File: config.mk
export PLATFORM = sky130hd
export DESIGN_NAME = matrix_mac_engine
export DESIGN_NICKNAME = d
export VERILOG_FILES = /design/src/rtl/matrix_mac_pkg.sv /design/src/rtl/mm_mac_unit.sv /design/src/rtl/matrix_mac_engine.sv
export SDC_FILE = /design/constraint.sdc
export NUM_CORES = 1
export LEC_CHECK = 0
export ABC_AREA = 1
export BUFFER_PORTS_ARGS = -buffer_cell sky130_fd_sc_hd__buf_2
export CAP_MARGIN = 20
export CORE_MARGIN = 1
export CORE_UTILIZATION = 45
export CTS_BUF_LIST = sky130_fd_sc_hd__clkbuf_8
export DETAILED_ROUTE_END_ITERATION = 16
export PLACE_DENSITY = 0.77
export SYNTH_ARGS = -nofsm -noshare
export SYNTH_HDL_FRONTEND = slang
export SYNTH_HIERARCHICAL = 1
export SYNTH_SLANG_ARGS = --single-unit
File: constraint.sdc
create_clock -name clk -period 30.8 [get_ports clk]
set_clock_uncertainty 0.2 [all_clocks]
set_input_delay 1.54 -clock clk [delete_from_list [all_inputs] [get_ports clk]]
set_output_delay 1.54 -clock clk [all_outputs]
set_load 0.05 [all_outputs]
File: src/rtl/matrix_mac_pkg.sv
// rtl/matrix_mac_pkg.sv - shared FSM state and mode encodings for the matrix MAC engine
package matrix_mac_pkg;

    // FSM state enumeration, kept as plain constants for legacy tools
    typedef logic [2:0] state_t;
    localparam state_t ST_IDLE  = 3'd0;
    localparam state_t ST_LOAD  = 3'd1;
    localparam state_t ST_MAC   = 3'd2;
    localparam state_t ST_WRITE = 3'd3;
    localparam state_t ST_DONE  = 3'd4;

    // Operation modes; the reserved code runs as a plain multiply
    typedef logic [1:0] mode_t;
    localparam mode_t MODE_MUL = 2'b00;
    localparam mode_t MODE_ACC = 2'b01;
    localparam mode_t MODE_TRN = 2'b10;
    localparam mode_t MODE_RSV = 2'b11;

endpackage

File: src/rtl/mm_mac_unit.sv
// rtl/mm_mac_unit.sv - multiply, extend, accumulate and overflow-detect datapath
module mm_mac_unit #(
    parameter int DW     = 8,
    parameter int AW     = 17,
    parameter int SIGNED = 0
) (
    input  logic [DW-1:0] a,
    input  logic [DW-1:0] b,
    input  logic [AW-1:0] acc_in,
    output logic [AW-1:0] sum,
    output logic          ovf
);

    logic [2*DW-1:0] prod;
    logic [AW-1:0]   prod_ext;
    logic [AW:0]     wide;

    // Full-width product, extended to the accumulator width per operand signedness
    always_comb begin
        if (SIGNED != 0) begin
            prod     = $signed({{DW{a[DW-1]}}, a}) * $signed({{DW{b[DW-1]}}, b});
            prod_ext = AW'($signed(prod));
        end else begin
            prod     = {{DW{1'b0}}, a} * {{DW{1'b0}}, b};
            prod_ext = AW'(prod);
        end
    end

    // Wrapping add; overflow is carry-out for unsigned, sign flip for signed
    always_comb begin
        wide = {1'b0, acc_in} + {1'b0, prod_ext};
        sum  = wide[AW-1:0];
        if (SIGNED != 0) begin
            ovf = (acc_in[AW-1] == prod_ext[AW-1]) && (sum[AW-1] != acc_in[AW-1]);
        end else begin
            ovf = wide[AW];
        end
    end

endmodule

File: src/rtl/matrix_mac_engine.sv
// rtl/matrix_mac_engine.sv - sequential NxN matrix multiply/accumulate engine
module matrix_mac_engine
    import matrix_mac_pkg::*;
#(
    parameter int N      = 4,
    parameter int DW     = 8,
    parameter int AW     = 2*DW+$clog2(N),
    parameter int SIGNED = 0
) (
    input  logic              clk,
    input  logic              rst,
    input  logic              start,
    input  logic              abort,
    input  logic [1:0]        mode,
    input  logic [N*N*DW-1:0] a_flat,
    input  logic [N*N*DW-1:0] b_flat,
    output logic [N*N*AW-1:0] c_flat,
    output logic              busy,
    output logic              done,
    output logic              ovf
);

    localparam int NE = N*N;
    localparam int CW = $clog2(N);
    localparam int IW = $clog2(NE);
    localparam logic [CW-1:0] CMAX = CW'(N-1);
    localparam logic [IW-1:0] NI   = IW'(N);

    state_t        state;
    mode_t         mode_q;
    logic [CW-1:0] i_cnt;
    logic [CW-1:0] j_cnt;
    logic [CW-1:0] k_cnt;
    logic [AW-1:0] acc;

    logic [DW-1:0] a_in  [NE];
    logic [DW-1:0] b_in  [NE];
    logic [DW-1:0] a_mem [NE];
    logic [DW-1:0] b_mem [NE];
    logic [AW-1:0] c_mem [NE];

    logic [DW-1:0] mac_a;
    logic [DW-1:0] mac_b;
    logic [AW-1:0] mac_acc_in;
    logic [AW-1:0] mac_sum;
    logic          mac_ovf;
    logic [IW-1:0] dst_idx;
    logic          last_elem;

    function automatic logic [IW-1:0] idx(input logic [CW-1:0] r, input logic [CW-1:0] c);
        return IW'(r) * NI + IW'(c);
    endfunction

    for (genvar e = 0; e < NE; e++) begin : g_flat
        assign a_in[e]              = a_flat[e*DW +: DW];
        assign b_in[e]              = b_flat[e*DW +: DW];
        assign c_flat[e*AW +: AW]   = c_mem[e];
    end

    assign busy      = (state != ST_IDLE);
    assign last_elem = (i_cnt == CMAX) && (j_cnt == CMAX);

    // Operand selection; k=0 restarts the accumulator from zero or the previous C element
    always_comb begin
        mac_a = a_mem[idx(i_cnt, k_cnt)];
        mac_b = b_mem[idx(k_cnt, j_cnt)];
        if (k_cnt != '0) begin
            mac_acc_in = acc;
        end else if (mode_q == MODE_ACC) begin
            mac_acc_in = c_mem[idx(i_cnt, j_cnt)];
        end else begin
            mac_acc_in = '0;
        end
        dst_idx = (mode_q == MODE_TRN) ? idx(j_cnt, i_cnt) : idx(i_cnt, j_cnt);
    end

    mm_mac_unit #(
        .DW     (DW),
        .AW     (AW),
        .SIGNED (SIGNED)
    ) u_mac (
        .a      (mac_a),
        .b      (mac_b),
        .acc_in (mac_acc_in),
        .sum    (mac_sum),
        .ovf    (mac_ovf)
    );

    // Control FSM, counters, operand/result storage and status flags
    always_ff @(posedge clk or posedge rst) begin
        if (rst) begin
            state  <= ST_IDLE;
            mode_q <= MODE_MUL;
            i_cnt  <= '0;
            j_cnt  <= '0;
            k_cnt  <= '0;
            acc    <= '0;
            done   <= 1'b0;
            ovf    <= 1'b0;
            a_mem  <= '{default: '0};
            b_mem  <= '{default: '0};
            c_mem  <= '{default: '0};
        end else begin
            done <= 1'b0;
            case (state)
                ST_IDLE: begin
                    if (start && !abort) begin
                        mode_q <= (mode == MODE_ACC || mode == MODE_TRN) ? mode : MODE_MUL;
                        state  <= ST_LOAD;
                    end
                end
                ST_LOAD: begin
                    if (abort) begin
                        state <= ST_IDLE;
                    end else begin
                        a_mem <= a_in;
                        b_mem <= b_in;
                        ovf   <= 1'b0;
                        i_cnt <= '0;
                        j_cnt <= '0;
                        k_cnt <= '0;
                        acc   <= '0;
                        state <= ST_MAC;
                    end
                end
                ST_MAC: begin
                    if (abort) begin
                        state <= ST_IDLE;
                    end else begin
                        acc <= mac_sum;
                        ovf <= ovf | mac_ovf;
                        if (k_cnt == CMAX) begin
                            k_cnt <= '0;
                            state <= ST_WRITE;
                        end else begin
                            k_cnt <= k_cnt + 1'b1;
                        end
                    end
                end
                ST_WRITE: begin
                    if (abort) begin
                        state <= ST_IDLE;
                    end else begin
                        c_mem[dst_idx] <= acc;
                        if (j_cnt == CMAX) begin
                            j_cnt <= '0;
                            i_cnt <= (i_cnt == CMAX) ? '0 : i_cnt + 1'b1;
                        end else begin
                            j_cnt <= j_cnt + 1'b1;
                        end
                        state <= last_elem ? ST_DONE : ST_MAC;
                    end
                end
                ST_DONE: begin
                    done  <= 1'b1;
                    state <= ST_IDLE;
                end
                default: state <= ST_IDLE;
            endcase
        end
    end

endmodule

==> impl_summary.md, run 1 <==
Route
The post-route antenna net violation count is 0. Using the TritonRoute via totals, the vias-per-cell ratio works out to 5.261. The number of iterations in the first detailed-routing pass is 6. The number of design rule violations left after detail routing is 0. The total via count after detailed routing is 28,210. Dividing the detail-routed wire length by the instance count gives 18.71 um.

The violation count after the first detailed-route iteration is 3,116. Summed over all layers, the routed wires come to 100,300 um.

Timing
The post-route minimum period is 6863 ps. For the pin with the worst max-slew slack, the measured transition is 1156 ps. The final setup TNS is 0 ps. The max-slew violation count is 0. Based on the critical path, the design can be clocked at up to 145.7 MHz. Setup violations remaining at the end of the flow were counted as 0.

The number of endpoints with negative hold slack in the final report is 0. Setup repair after global routing left no endpoint under its margin. Measured against its own limit, the worst slew margin works out to 22.93%.

The final critical-path share of the clock period is 22.28%.

Layout
At the end of the flow, the number of nets in the layout was 4,768. The area added between synthesis and finish is 15.34%. The share of layout cells above drive strength 1 is 17.99%.

Setup path
The number of buffer and inverter instances along the worst setup path is 6. Grouping stages by cell kind, the critical path spends the most delay in adder cells. The sort of element at the start of the critical path is a register. The data required time at the worst endpoint is 31,120 ps. The number of cells on the worst reg-to-reg path is 27.

The critical path arrival is 7180 ps. The library cell contributing the largest single delay on the critical path is buf_4. The critical path runs through a total of 27 cells. The classification of the worst setup path is reg2reg.

The library cell appearing most often on the critical path is nand2_1. The endpoint class of the critical path is a register. The worst register-to-register path has a setup slack of 23,940 ps. Along the worst path, the maximum fanout reaches 78. The largest single stage delay on the critical path is 750 ps.

Clocking
Once the clock tree was built, the resizer swapped 0 gates to a different size. CTS saw 575 sinks. TritonCTS built the clock tree. The buffer type at the clock tree root is clkbuf_8. The number of hold buffers added after CTS was 0. The number of setup buffers added after CTS is 0. The maximum buffer depth of the clock tree is 3. Counting the buffers created by CTS gives 95. The clock reaches the later pin of the worst-skew pair after 730 ps. After clock tree synthesis, the clock-pin slew on the worst setup and hold paths is 60 ps. The number of levels the H-tree was split into is 3.

Global route
The initial antenna violation count is 12. Global routing used 28.86% of the available tracks. The first global-routing pass estimated 155,400 um of wire. The overflow left after global routing is 0.

The maximum number of pins on one net before global-route repair is 214. The via count of the first global-routing pass is 26,890.

Flow run
The total of max-cap violations is 0.

Floorplanning
The row count is 95. The effective utilization at floorplan is 45.57%. The area of the die is 0.06930 mm2. From left edge to right edge, the die measures 263.3 um. The placeable core area is 0.06740 mm2. During I/O placement, the number of pins put on the boundary was 553. The die is 263.3 um tall.

Yosys
For this run, the number of Yosys warnings is 6. The most frequently used flop master after synthesis is dfrtp_1. For this run, the register share of the synthesized area comes to 46.85%. In this run, distinct cell masters in the synthesized netlist total 40. After technology mapping, the gate count stands at 3,995.

The number of nets in the synthesized netlist is 4,352. The synthesized cell area is 0.03071 mm2. The synthesized design contains 575 register bits. In the synthesized netlist the async set-or-reset flop fraction comes to 100.0%. The number of synthesized flops with an enable pin is 0. A synthesized cell averages 7.688 um2.

Worst hold path
The tightest min-delay check is of the reg2reg type. Along the worst hold path, the cell count comes to 2.

Placement
The count of input and output buffers is 552. The congestion estimate from routability-driven global placement came to 0.9289. The detailed placement HPWL is 69,850 um.

Status
The run finished with clean final reports.
-- per-layer routing --
layer	track usage, %	vias to the layer above	wire length (um)
met1	38.38	13210	41040
li1	-	13350	-
met5	0	-	92
met3	5.369	271	7857
met4	14.34	16	5121
met2	45.31	1359	46190
-- cells by family after synthesis --
| family | Yosys count | synth area share, % |
|---|---|---|
| muxes | 1 | 0.03666 |
| AOI/OAI and AO/OA | 650 | 11.60 |
| buffers and inverters | 772 | 10.73 |
| adders and majority gates | 95 | 5.092 |
| and+or+nand+nor | 1895 | 25.49 |
| xor gates and xnor gates | 7 | 0.1996 |
| DFF | 575 | 46.85 |
-- synth_stat cells (all sizes together) (2+ instances only) --
cell type / n / area, um2
a21oi: 73 / 376.6
buf: 131 / 884.6
clkbuf: 122 / 457.9
clkinv: 3 / 11.26
dfrtp: 575 / 14390
fa: 50 / 1001
ha: 45 / 563.0
inv: 516 / 1942
nand2: 1518 / 5848
nand3: 312 / 1577
nand4: 3 / 18.77
nor2: 52 / 306.6
nor3: 8 / 66.32
o211ai: 64 / 480.5
o21ai: 510 / 2684
xnor2: 2 / 17.52
xor2: 5 / 43.79
-- worst paths after layout --
kind	from	end
worst max-delay path	j_cnt[0]	acc[16]
worst min register to register	b_mem[29]	b_mem[29]
min in group asynchronous	rst	b_mem[37]
max in group asynchronous	rst	c_flat[241]
worst min-delay path	b_mem[29]	b_mem[29]
worst max register to register	j_cnt[0]	acc[16]
-- worst reg2reg max path: stages (launching register included) --
cell and delay (ps):
dfrtp_4 730, inv_4 350, buf_4 760, buf_4 660
nand2_1 140, nand3_1 100, nand3_1 80, nand3_1 210
nand2_1 80, nand2_1 60, nand2_1 110, fa_1 520
fa_1 510, inv_1 50, fa_1 480, fa_1 490
inv_1 40, ha_1 320, nand2_1 130, inv_1 50
nand2_1 80, nand3_2 110, nand2_1 120, nand2_1 60
nand2_1 60, nand2_1 40, nand2_1 60, o21ai_0 90
-- cell type report --
class	instances	area [um2]
Sequential cell	575	14400
Inverter	519	1971
Antenna cell	3	7.507
Clock inverter	57	389.1
Fill cell	6429	31970
Timing Repair Buffer	572	2938
Tap cell	873	1092
Clock buffer	115	1583
Multi-Input combinational cell	2648	13040
-- state kept, by name, indices dropped and copies added (netlist names) --
signal / cells
ovf: 1
c_flat: 288
done: 1
j_cnt: 2
i_cnt: 2
mode_q: 2
state: 3
acc: 18
b_mem: 128
a_mem: 128
k_cnt: 2
-- through the flow --
step	util, %	hold slack, ps	worst slack [ps]	instances	instance area (um2)
global route	52.55	286.7	23570	5359	35420
global placement	49.63	256.1	24040	5187	33450
finish	52.56	272.2	23940	5362	35430
floorplan	-	243.6	12970	3995	30710
CTS	52.55	275.6	23980	5359	35420
detailed placement	49.63	259.4	24020	5187	33450
-- cell usage in the layout (no fill, tap or decap), types with 10 or more instances in the layout --
cell / n
a21oi_1: 72
buf_2: 552
buf_4: 18
clkbuf_8: 115
clkinv_2: 13
dfrtp_1: 570
fa_1: 50
ha_1: 45
inv_1: 536
inv_2: 10
nand2_1: 1494
nand2_4: 18
nand3_1: 309
nor2_1: 41
o211ai_1: 64
o21ai_0: 219
o21ai_1: 258
o21ai_2: 32
Power of run 1 is not shown: default switching activity piles up to over one toggle a cycle in this logic, so the estimate is an artifact.
==> run 2, diff against run 1 <==
Settings changed: PLACE_DENSITY 0.77 to 0.79.
Clock period 30.8 ns to 6.1 ns, I/O delays scaled along.
==> run 2 against run 1 <==
Net effect:
- flip-flop and latch count unchanged
- sequential share of layout area fell by 3.3 points
- die area did not move
==> impl_summary.md, run 2 (synthesis gave the netlist of run 1 again) <==
Clocking
The number of levels the H-tree was split into is 3 (unchanged). The number of setup buffers added after CTS came to 0 (unchanged). The clock transition at the register clock pins on the worst setup and hold paths after CTS is 60 ps (about the same).

The buffer type at the clock tree root is clkbuf_8 (unchanged). The clock insertion delay at the later pin of the skew report is 720 ps (was 730 ps). The number of gates resized after CTS came to 0 (unchanged).

The clock tree from TritonCTS is built (unchanged). The clock sink total came to 575 (unchanged). The maximum buffer depth of the clock tree is 3 (unchanged). The number of buffers created by CTS is 97 (was 95). The total of hold buffers inserted after clock tree synthesis is 264 (was 0).

Global route
The via count of the first global-routing pass is 29,440 (was 26,890). The initial antenna violation count is 6 (was 12). The global-route usage over all layers came to 32.47% (was 28.86%). The overflow left after global routing came to 0 (unchanged).

The maximum number of pins on one net before global-route repair is 169 (was 214). The wire length of the first global-routing pass was 173,100 um (was 155,400 um).

Route
The routed length on met3 is 11,100 um (was 7857 um). The post-route antenna net violation count is 0 (unchanged). The total via count after detailed routing came to 30,590 (was 28,210). The highest metal layer with signal wires is met5 (unchanged). The average routed wire per standard cell is 20.06 um (was 18.71 um).

The wire length on met2 is 52,090 um (was 46,190 um). The number of design rule violations left after detail routing came to 0 (unchanged). The violation count after the first detailed-route iteration was 3,496 (was 3,116).

The routed wire length is 113,500 um (was 100,300 um). The met1 wire length came to 43,350 um (was 41,040 um). The detailed-route vias per instance came to 5.409 (was 5.261).

The number of iterations in the first detailed-routing pass is 6 (unchanged).

Timing
RSZ-0062 raised after global routing: false (unchanged). The final critical-path share of the clock period came to 94.18% (was 22.28%). The final setup TNS was 0 ps (unchanged). The worst hold slack across all endpoints came to 130.1 ps (was 272.2 ps). The final-report setup violation count is 0 (unchanged). The max-slew violation count is 0 (unchanged). The highest achievable clock rate is 174.1 MHz (was 145.7 MHz). The number of endpoints with negative hold slack in the final report was 0 (unchanged).

The relative max-transition margin is 26.39% (was 22.93%). The least setup slack across all paths after layout is 354.7 ps (was 23,940 ps). The post-route minimum period is 5745 ps (was 6863 ps). The transition time at the pin with the least slew margin came to 1103 ps (was 1156 ps).

Layout
The net count of the finished layout is 5,059 (was 4,768). The leading cell type in the layout, fill and taps excluded is nand2_1 (unchanged). The number of filler cells placed in the layout is 5,834 (was 6,429). The flip-flop count of the largest register after layout is 288 (unchanged).

The final instance area is 0.03853 mm2 (was 0.03543 mm2). The post-route non-filler standard cell count is 5,656 (was 5,362). The share of layout cells above drive strength 1 is 17.56% (was 17.99%).

Top library cells by usage in the layout, fill and taps aside: nand2_1, dfrtp_1, buf_2, inv_1, nand3_1 (unchanged). The share of the core filled with cells came to 57.17% (was 52.56%). The area added between synthesis and finish was 25.46% (was 15.34%).

Worst hold path
The type of the most critical hold path is in2reg (was reg2reg). The worst min-delay path endpoint is a_mem[46] (was b_mem[29]). The startpoint of the tightest hold check path is a_flat[86] (was b_mem[29]). The hold path depth came to 4 (was 2).

Placement
The setup slack at placement is 509.3 ps (was 24,020 ps). The count of input and output buffers is 552 (unchanged). The final weighted congestion in routability-driven placement is 0.9283 (was 0.9289).

The detailed placement HPWL is 71,960 um (was 69,850 um). The placed cell area is 0.03378 mm2 (was 0.03345 mm2). The cell count after placement was 5,211 (was 5,187).

Floorplanning
The height of the die is 263.3 um (unchanged). The row count is 95 (unchanged). The placeable core area was 0.06740 mm2 (unchanged).

The horizontal extent of the die was 263.3 um (unchanged). The effective utilization at floorplan is 45.57% (unchanged). The area of the die was 0.06930 mm2 (unchanged). The number of top-level design ports is 553 (unchanged).

Setup path
The launching point of the worst reg2reg path is k_cnt[0] (was j_cnt[0]). The endpoint class of the critical path was a register (unchanged). The reg-to-reg endpoint is acc[12] (was acc[16]).

The number of cells on the worst reg-to-reg path is 23 (was 27). The reg2reg setup slack came to 350 ps (was 23,940 ps). The highest fanout seen on the critical path was 44 (was 78). The critical path arrival was 6090 ps (was 7180 ps). The sort of element at the start of the critical path is a register (unchanged). The data required time at the worst endpoint is 6440 ps (was 31,120 ps). The classification of the worst setup path is reg2reg (unchanged).

Flow run
The total of max-cap violations is 0 (unchanged).

Power and ir drop
The overall power is 26.72 mW. The power density of the placed cells is 693.4 mW/mm2. The static leakage is 20.23 nW. VDD sags by at most 1.080 mV.

Status
Status: finished clean (unchanged).
[run 2: cell count changes in the layout (fill, tap and decap cells not counted), sizes merged]
cell         before  now
dlygate4sd3       0  264
diode             3    5
buf             572  597
bufinv            4    5
clkbuf          115  123
clkinv           17   13
inv             554  551
clkinvlp          1    2
[run 2: area by class of cell]
class	count	area, um2	share of cell area (%)
Clock inverter	52	381.6	0.9904
Clock buffer	123	1693	4.393
Tap cell	873	1092	2.835
Inverter	519	1967	5.104
Multi-Input combinational cell	2648	13030	33.82
Sequential cell	575	14400	37.38
Timing Repair Buffer	861	5951	15.44
Antenna cell	5	12.51	0.03247
[run 2: worst max-delay path: stages, from the launching register on]
cell     delay (ps)
dfrtp_4         620
buf_12          250
o21ai_0         330
nand3_1         240
nand3_1         210
nand2_1         250
nand2_1         130
inv_1            70
fa_1            540
inv_1            60
fa_1            570
fa_1            440
fa_1            490
inv_1            40
ha_1            330
nand2_1         110
nor2_1          120
nand2_1          70
nand3_2          90
nand2_1          70
nand3_1          70
nand2_1          60
nand3_1          70
o21ai_0         100
[run 2: per-layer routing]
layer | track usage, % | vias to the layer above
li1 | - | 13930
met1 | 40.88 | 14230
met2 | 51.63 | 2009
met3 | 7.380 | 423
met4 | 18.35 | 4
met5 | 0 | -
[run 2: report_power, final]
| group | internal (mW) | switching [mW] | total (mW) |
|---|---|---|---|
| Clock | 2.03 | 1.72 | 3.75 |
| Combinational | 5.85 | 11.5 | 17.4 |
| Sequential | 4.88 | 0.708 | 5.59 |
| Total | 12.8 | 14.0 | 26.7 |
[run 2: worst max-delay path by stage]
stage / startpoint / end / slack, ps / depth (start not counted)
after floorplan: rst / a_mem[0] / -2240 / 1
after global placement: k_cnt[0] / acc[16] / 570 / 25
after detailed placement: k_cnt[0] / acc[11] / 510 / 21
after CTS: k_cnt[0] / acc[11] / 490 / 21
after global routing: k_cnt[0] / acc[16] / 100 / 25
final: k_cnt[0] / acc[12] / 350 / 23
No activity file was read; power rests on OpenSTA's default activity.
